## config.mk

```make
export PLATFORM = sky130hd
export DESIGN_NAME = io_port_controller
export DESIGN_NICKNAME = d
export VERILOG_FILES = /design/src/rtl/io_port_controller.sv
export SDC_FILE = /design/constraint.sdc
export NUM_CORES = 1
export LEC_CHECK = 0
export ABC_AREA = 1
export BUFFER_PORTS_ARGS = -buffer_cell sky130_fd_sc_hd__buf_2
export CORE_MARGIN = 5
export CORE_UTILIZATION = 40
export DETAILED_ROUTE_END_ITERATION = 10
export PLACE_DENSITY = 0.76
export RECOVER_POWER = 100
export SETUP_SLACK_MARGIN = 0.4
export SYNTH_ARGS = -nofsm -noshare
export SYNTH_HDL_FRONTEND = slang
export SYNTH_SLANG_ARGS = --single-unit
export TNS_END_PERCENT = 5
```

## constraint.sdc

```tcl
create_clock -name clk -period 1.1 [get_ports clk]
set_clock_uncertainty 0.15 [all_clocks]
set_input_delay 0 -clock clk [delete_from_list [all_inputs] [get_ports clk]]
set_output_delay 0 -clock clk [all_outputs]
set_load 0.05 [all_outputs]
```

## src/rtl/io_port_controller.sv

```systemverilog
// io_port_controller: MMIO window (PORTOUT/PORTIN/STATUS) at IO_BASE; PortOut registered, ReadData combinational.
// PortIn is synchronized; define IO_PORT_DEBOUNCE_EN to qualify changes for DEBOUNCE_CYCLES samples.
module io_port_controller #(
  parameter logic [31:0] IO_BASE         = 32'h1001_0020,
  parameter int          DEBOUNCE_CYCLES = 4
) (
  input  logic        clk,
  input  logic        reset,
  input  logic        MemWrite,
  input  logic        MemRead,
  input  logic [31:0] Address,
  input  logic [31:0] WriteData,
  input  logic [7:0]  PortIn,
  output logic [31:0] ReadData,
  output logic [31:0] PortOut,
  output logic        PortInChanged
);

  localparam logic [1:0] OFF_PORTOUT = 2'd0;
  localparam logic [1:0] OFF_PORTIN  = 2'd1;
  localparam logic [1:0] OFF_STATUS  = 2'd2;

  if (DEBOUNCE_CYCLES < 2 || DEBOUNCE_CYCLES > 255) begin : g_bad_cfg
    $error("io_port_controller: DEBOUNCE_CYCLES must be within 2..255");
  end

  logic        w_hit;
  logic [1:0]  w_off;
  logic        w_wr_portout;
  logic        w_clr_flag;
  logic        w_set_flag;
  logic        w_unused_addr;
  logic [7:0]  r_sync1;
  logic [7:0]  r_sync2;
  logic [7:0]  r_pin_stable;
  logic        r_flag;
  logic [31:0] r_port_out;

  // Byte lane bits are don't-care: every register is a full word.
  assign w_unused_addr = ^Address[1:0];

  assign w_hit        = (Address[31:4] == IO_BASE[31:4]);
  assign w_off        = Address[3:2];
  assign w_wr_portout = w_hit && MemWrite && (w_off == OFF_PORTOUT);
  assign w_clr_flag   = w_hit && MemWrite && (w_off == OFF_STATUS) && WriteData[0];

  always_comb begin
    ReadData = 32'h0;
    if (MemRead && w_hit) begin
      case (w_off)
        OFF_PORTOUT: ReadData = r_port_out;
        OFF_PORTIN:  ReadData = {24'h0, r_pin_stable};
        OFF_STATUS:  ReadData = {31'h0, r_flag};
        default:     ReadData = 32'h0;
      endcase
    end
  end

  always_ff @(posedge clk or negedge reset) begin
    if (!reset) begin
      r_port_out <= 32'h0;
      r_sync1    <= 8'h0;
      r_sync2    <= 8'h0;
      r_flag     <= 1'b0;
    end else begin
      r_sync1 <= PortIn;
      r_sync2 <= r_sync1;
      if (w_wr_portout) r_port_out <= WriteData;
      // A new acceptance outranks a software clear in the same cycle.
      if (w_set_flag)      r_flag <= 1'b1;
      else if (w_clr_flag) r_flag <= 1'b0;
    end
  end

`ifdef IO_PORT_DEBOUNCE_EN
  typedef enum logic {S_IDLE, S_COUNT} state_t;
  localparam logic [7:0] LAST_CNT = 8'(DEBOUNCE_CYCLES - 1);

  state_t     r_state;
  state_t     w_state_nxt;
  logic [7:0] r_cnt;
  logic [7:0] w_cnt_nxt;
  logic [7:0] r_cand;
  logic [7:0] w_cand_nxt;
  logic       w_accept;

  always_ff @(posedge clk or negedge reset) begin
    if (!reset) begin
      r_state      <= S_IDLE;
      r_cnt        <= 8'h0;
      r_cand       <= 8'h0;
      r_pin_stable <= 8'h0;
    end else begin
      r_state <= w_state_nxt;
      r_cnt   <= w_cnt_nxt;
      r_cand  <= w_cand_nxt;
      if (w_accept) r_pin_stable <= r_cand;
    end
  end

  always_comb begin
    w_state_nxt = r_state;
    w_cnt_nxt   = r_cnt;
    w_cand_nxt  = r_cand;
    w_accept    = 1'b0;
    case (r_state)
      S_IDLE: begin
        if (r_sync2 != r_pin_stable) begin
          w_cand_nxt  = r_sync2;
          w_cnt_nxt   = 8'd1;
          w_state_nxt = S_COUNT;
        end
      end
      S_COUNT: begin
        if (r_sync2 == r_cand) begin
          if (r_cnt == LAST_CNT) begin
            w_accept    = 1'b1;
            w_cnt_nxt   = 8'h0;
            w_state_nxt = S_IDLE;
          end else begin
            w_cnt_nxt = r_cnt + 8'd1;
          end
        end else if (r_sync2 == r_pin_stable) begin
          w_cnt_nxt   = 8'h0;
          w_state_nxt = S_IDLE;
        end else begin
          w_cand_nxt = r_sync2;
          w_cnt_nxt  = 8'd1;
        end
      end
      default: w_state_nxt = S_IDLE;
    endcase
  end

  // The candidate always differs from PinStable, so every acceptance is a change.
  assign w_set_flag = w_accept;
`else
  always_ff @(posedge clk or negedge reset) begin
    if (!reset) r_pin_stable <= 8'h0;
    else        r_pin_stable <= r_sync2;
  end

  assign w_set_flag = (r_sync2 != r_pin_stable);
`endif

  assign PortOut       = r_port_out;
  assign PortInChanged = r_flag;

endmodule

```

# Yosys cells after proc, flatten, opt, wreduce, memory -nomap -nowiden
# Index checks and enable logic that the tools add are counted.
[op_classes]
add_sub_neg = 0
multipliers = 0
div = 0
n_lt_le_gt_ge = 0
eq_ne = 4
shift = 0
n_mux = 4
n_bitwise = 0
reduce_logical = 7
[ops]
columns = ["op", "count"]
rows = [
  ["$pmux 32 s3", 1],
  ["$mux 32", 1],
  ["$eq 28x25->1 const B", 1],
  ["$ne 8x8->1", 1],
  ["$logic_and 1x1->1", 5],
  ["$eq 2x1->1 const B", 1],
  ["$eq 2x2->1 const B", 1],
  ["$logic_not 2->1", 1],
  ["$mux 1", 2],
  ["$reduce_bool 2->1", 1],
]
[word_totals]
register_bits = 57
latchBits = 0
ram_bits = 0
mem_bits_ro = 0
input_bits = 76
output_inout_bits = 65
wordCells = 20
n_memories = 0

# Logic depth before layout (Yosys ltp)
[logic_depth]
depth_word = 6
depth_mapped = 10
ltp_nobuf = 9

# Least setup slack after synthesis
# OpenSTA, ideal clock, no wires.
[synth_path]
path_kind = "reg2out"
from = "register r_flag, in the netlist PortInChanged"
to = "output ReadData[0]"
arrival_time_ns = 1.544
required_ns = 0.950
slack_ns = -0.594
stages_incl_launch_ff = 5
path_buffers = 0
cell_sequence = "dfrtp_1 nand3_1 nand2_1 a21oi_1 nor2_1"
[synth_via]
elab_chain_len = 2
[synth_lines]
columns = ["element", "line", "source"]
rows = [
  ["start: declaration", "36", "logic r_flag;"],
  ["start signal: assignment", "64", "r_flag <= 1'b0;"],
  ["start signal: assignment", "70", "if (w_set_flag) r_flag <= 1'b1;"],
  ["start signal: assignment", "71", "else if (w_clr_flag) r_flag <= 1'b0;"],
  ["$pmux 32 s3", "50", "case (w_off)"],
  ["$mux 32", "49", "if (MemRead && w_hit) begin"],
  ["end: declaration", "14", "output logic [31:0] ReadData,"],
]
# No other way between the ends.

# Worst setup path after layout
[layout_path]
from = "input Address[31]"
to = "output ReadData[2]"
[layout_via]
elab_chain_len = 3
[layout_lines]
columns = ["element", "line", "source"]
rows = [
  ["start: declaration", "11", "input logic [31:0] Address,"],
  ["$eq 28x25->1", "42", "assign w_hit = (Address[31:4] == IO_BASE[31:4]);"],
  ["$logic_and 1x1->1", "49", ""],
  ["$mux 32", "49", ""],
]
# No other way between the ends.

==> flow_summary_export.csv <==
group,metric,value,unit
status,status,"finished with violations",
status,violations,"hold timing, setup timing",
finish,fin_nets,565,
clocking,htreeDepth,3,
finish,fin_area,4871,um2
placement,numPortBuffers,138,
critical_path,critPathSlowestCell,"or2_1",
timing,rsz0062_at_grt,"true",
floorplanning,fp-row-count,29,
power,p_switching,1.093,mW
finish,nFillCells,397,
floorplanning,start_util,40.80,%
placement,place_hpwl,5.582,mm
floorplanning,num_io_pins,141,
critical_path,worstSetupPathType,"input port to output pin",
critical_path,worstPathRequired,950,ps
timing,hold_ws,-219.0,ps
critical_path,cp-start-kind,"input port",
placement,dpl-instance-area,3764,um2
clocking,cts_made_buffers,9,
worst_hold_path,hold_path.class,"input port to flop",
power,clock_power_share,42.5,%
global_routing,grt-ovfl-total,0,
finish,post-route-util,77.15,%
power,leakage,2.310,nW
synth,postSynthCellCount,302,
synth,ys_types,22,
critical_path,crit_chain,"buf_6 > or2_1 > nor2_2 > nand2_2 > nor2_8 > nand2_8 > buf_12 > a21oi_4 > buf_8",
power,netSwitchingFraction,23.83,%
placement,dp_cells,519,
critical_path,max_stage_delay,230,ps
timing,max-slew-margin-rel,65.64,%
routing,routed_wl,9.514,mm
placement,dp_slack,-375.7,ps
floorplanning,die_area,8146,um2
power,combinationalPowerShare,10.2,%
synth,syn-cell-area,2576,um2
global_routing,grt_pass1_vias,2969,
synth,synth_nets,378,
global_routing,grt_pass1_wl,14.35,mm
clocking,numClockSinks,57,
clocking,root_buffer,"clkbuf_8",
timing,worstMarginPinSlew,515.4,ps
clocking,clk_pin_slew,70,ps
timing,slew_violations,0,
floorplanning,core_area,6314,um2
routing,drtIter0Drc,121,
routing,viasPerCell,5.072,
routing,post_drt_wl_per_cell,16.66,um
floorplanning,die_x,90.26,um
timing,fmax,712.7,MHz
power,ir_drop,0.9961,mV
power,seq_power_share,47.3,%
synth,ys_seq_area_share,55.37,%
finish,drive_gt1_share,48.58,%
global_routing,grtUsageTotal,21.81,%
floorplanning,die_h,90.26,um
critical_path,cp.arrival,1250,ps
timing,period_share,127.6,%
clocking,hold_buffers,27,
placement,gp_congestion,0.7718,
routing,drc,0,
global_routing,grt_max_degree,58,
synth,avgSynthCellArea,8.531,um2
finish,diodes,0,
clocking,clockBufferDepth,2,
routing,first_pass_iters,5,
finish,final_cells,571,
synth,yosysWarnings,0,
synth,ys_ff_latch,57,
global_routing,antenna_found_initial,0,
run,cap_viol_max_count,0,
timing,setup_viol,68,
routing,via_count,2896,
critical_path,crit_fanout,10,
finish,area_delta_synth_final,89.07,%
timing,finalWorstSetupSlack,-303.2,ps
clocking,cts_tree,"yes",
power,p_per_area,941.1,nW/um2
timing,period_needed,1403,ps
clocking,insertion_delay,330,ps
timing,final_hold_viol_count,17,
routing,route.antenna.remaining_nets,0,
power,internal_power,3.492,mW
critical_path,end_kind,"output pin",
[Yosys cell counts (all sizes together)]
cell	n	share of area, %
o22ai	1	0.24
clkbuf	8	1.2
or2	1	0.24
nand4	33	8.0
inv	6	0.87
nand3	3	1.1
and3	1	0.24
xnor2	6	2.0
dfrtp	57	55
nor3	1	0.19
buf	12	3.3
nand2	119	18
nor2	46	7.4
a21oi	8	2.3
[metrics by stage]
| step | power, mW | hold slack [ps] | setup TNS (ps) |
|---|---|---|---|
| 2_1_floorplan | 2.318 | -445.6 | -6931 |
| 3_3_place_gp | 2.555 | -132.4 | -20450 |
| 3_5_place_dp | 2.567 | -118.2 | -21780 |
| 4_1_cts | 4.625 | -232.8 | -7894 |
| 5_1_grt | 4.794 | -226.6 | -18410 |
| 6_report | 4.584 | -219.0 | -14810 |
[registers in the layout, indices dropped and copies added, names as in the netlist]
signal	cells
PortOut	32
r_pin_stable	8
r_sync2	8
r_sync1	8
PortInChanged	1
[worst max-delay path: cells and delay by family]
family / cells / cell delay [ps]
simple gates: 5 / 670
buf+inv: 3 / 440
compound gates: 1 / 140
[power by group through the flow]
stage / Combinational (mW) / Sequential (mW) / Clock [mW]
after floorplan: 0.119 / 2.20 / 0
after global placement: 0.353 / 2.20 / 0
after detailed placement: 0.360 / 2.21 / 0
after CTS: 0.464 / 2.17 / 1.99
after global routing: 0.510 / 2.17 / 2.11
final: 0.469 / 2.17 / 1.95
[metal layers]
| layer | global-route usage (%) | wire [um] |
|---|---|---|
| met5 | 0 | 0 |
| met3 | 5.917 | 592 |
| met2 | 39.70 | 5373 |
| met4 | 9.553 | 245 |
| met1 | 23.43 | 3304 |
[logic make-up (layout without fill, tap and decap cells)]
| logic type | Yosys count | in the layout | synth area share (%) |
|---|---|---|---|
| AOI/OAI and AO/OA | 9 | 9 | 2.525 |
| xor gates and xnor gates | 6 | 6 | 2.040 |
| buffers and inverters | 26 | 218 | 5.342 |
| DFF | 57 | 57 | 55.37 |
| and+or+nand+nor | 204 | 204 | 34.73 |
[cell type report]
class	instances	area [um2]	area share, %
clock inverters	5	55.05	1.130
clock buffers	11	141.4	2.903
multi-input cells	219	1330	27.31
flip-flops and latches	57	1436	29.49
repair buffers	196	1789	36.73
well taps	77	96.34	1.978
inverters	6	22.52	0.4624
[path summary, 6_finish.rpt]
kind	startpoint	slack [ps]	cells past startpoint	endpoint
max	Address[31]	-300	9	ReadData[2]
min	WriteData[12]	-220	3	PortOut[12]$_DFFE_PN0P_
max reg2reg	r_pin_stable[0]$_DFF_PN0_	-180	5	PortInChanged$_DFFE_PN0P_
min reg2reg	r_sync1[4]$_DFF_PN0_	200	0	r_sync2[4]$_DFF_PN0_
max in group asynchronous	reset	270	3	PortOut[4]$_DFFE_PN0P_
min in group asynchronous	reset	120	3	r_sync1[6]$_DFF_PN0_
[what timing repair did]
action | CTS | global route
pin swaps | 7 | 3
buffers inserted | 5 | 2
cloned | 0 | 2
gates resized for setup | 133 | 29
endpoints found under the setup margin | 98 | 98
endpoints found under the hold margin | 98 | 17
[cell usage in the layout (no fill, tap or decap), types with 4 or more instances in the layout]
cell type      instances
nand2_1              110
buf_2                 68
buf_6                 63
dfrtp_1               49
nand4_1               33
dlygate4sd3_1         27
nor2_4                26
buf_4                 19
nor2_1                17
buf_8                 11
clkbuf_8              10
dfrtp_2                8
a21oi_4                8
nand2_2                7
inv_1                  6
xnor2_1                5
buf_12                 4
No activity file was read; power rests on OpenSTA's default activity.
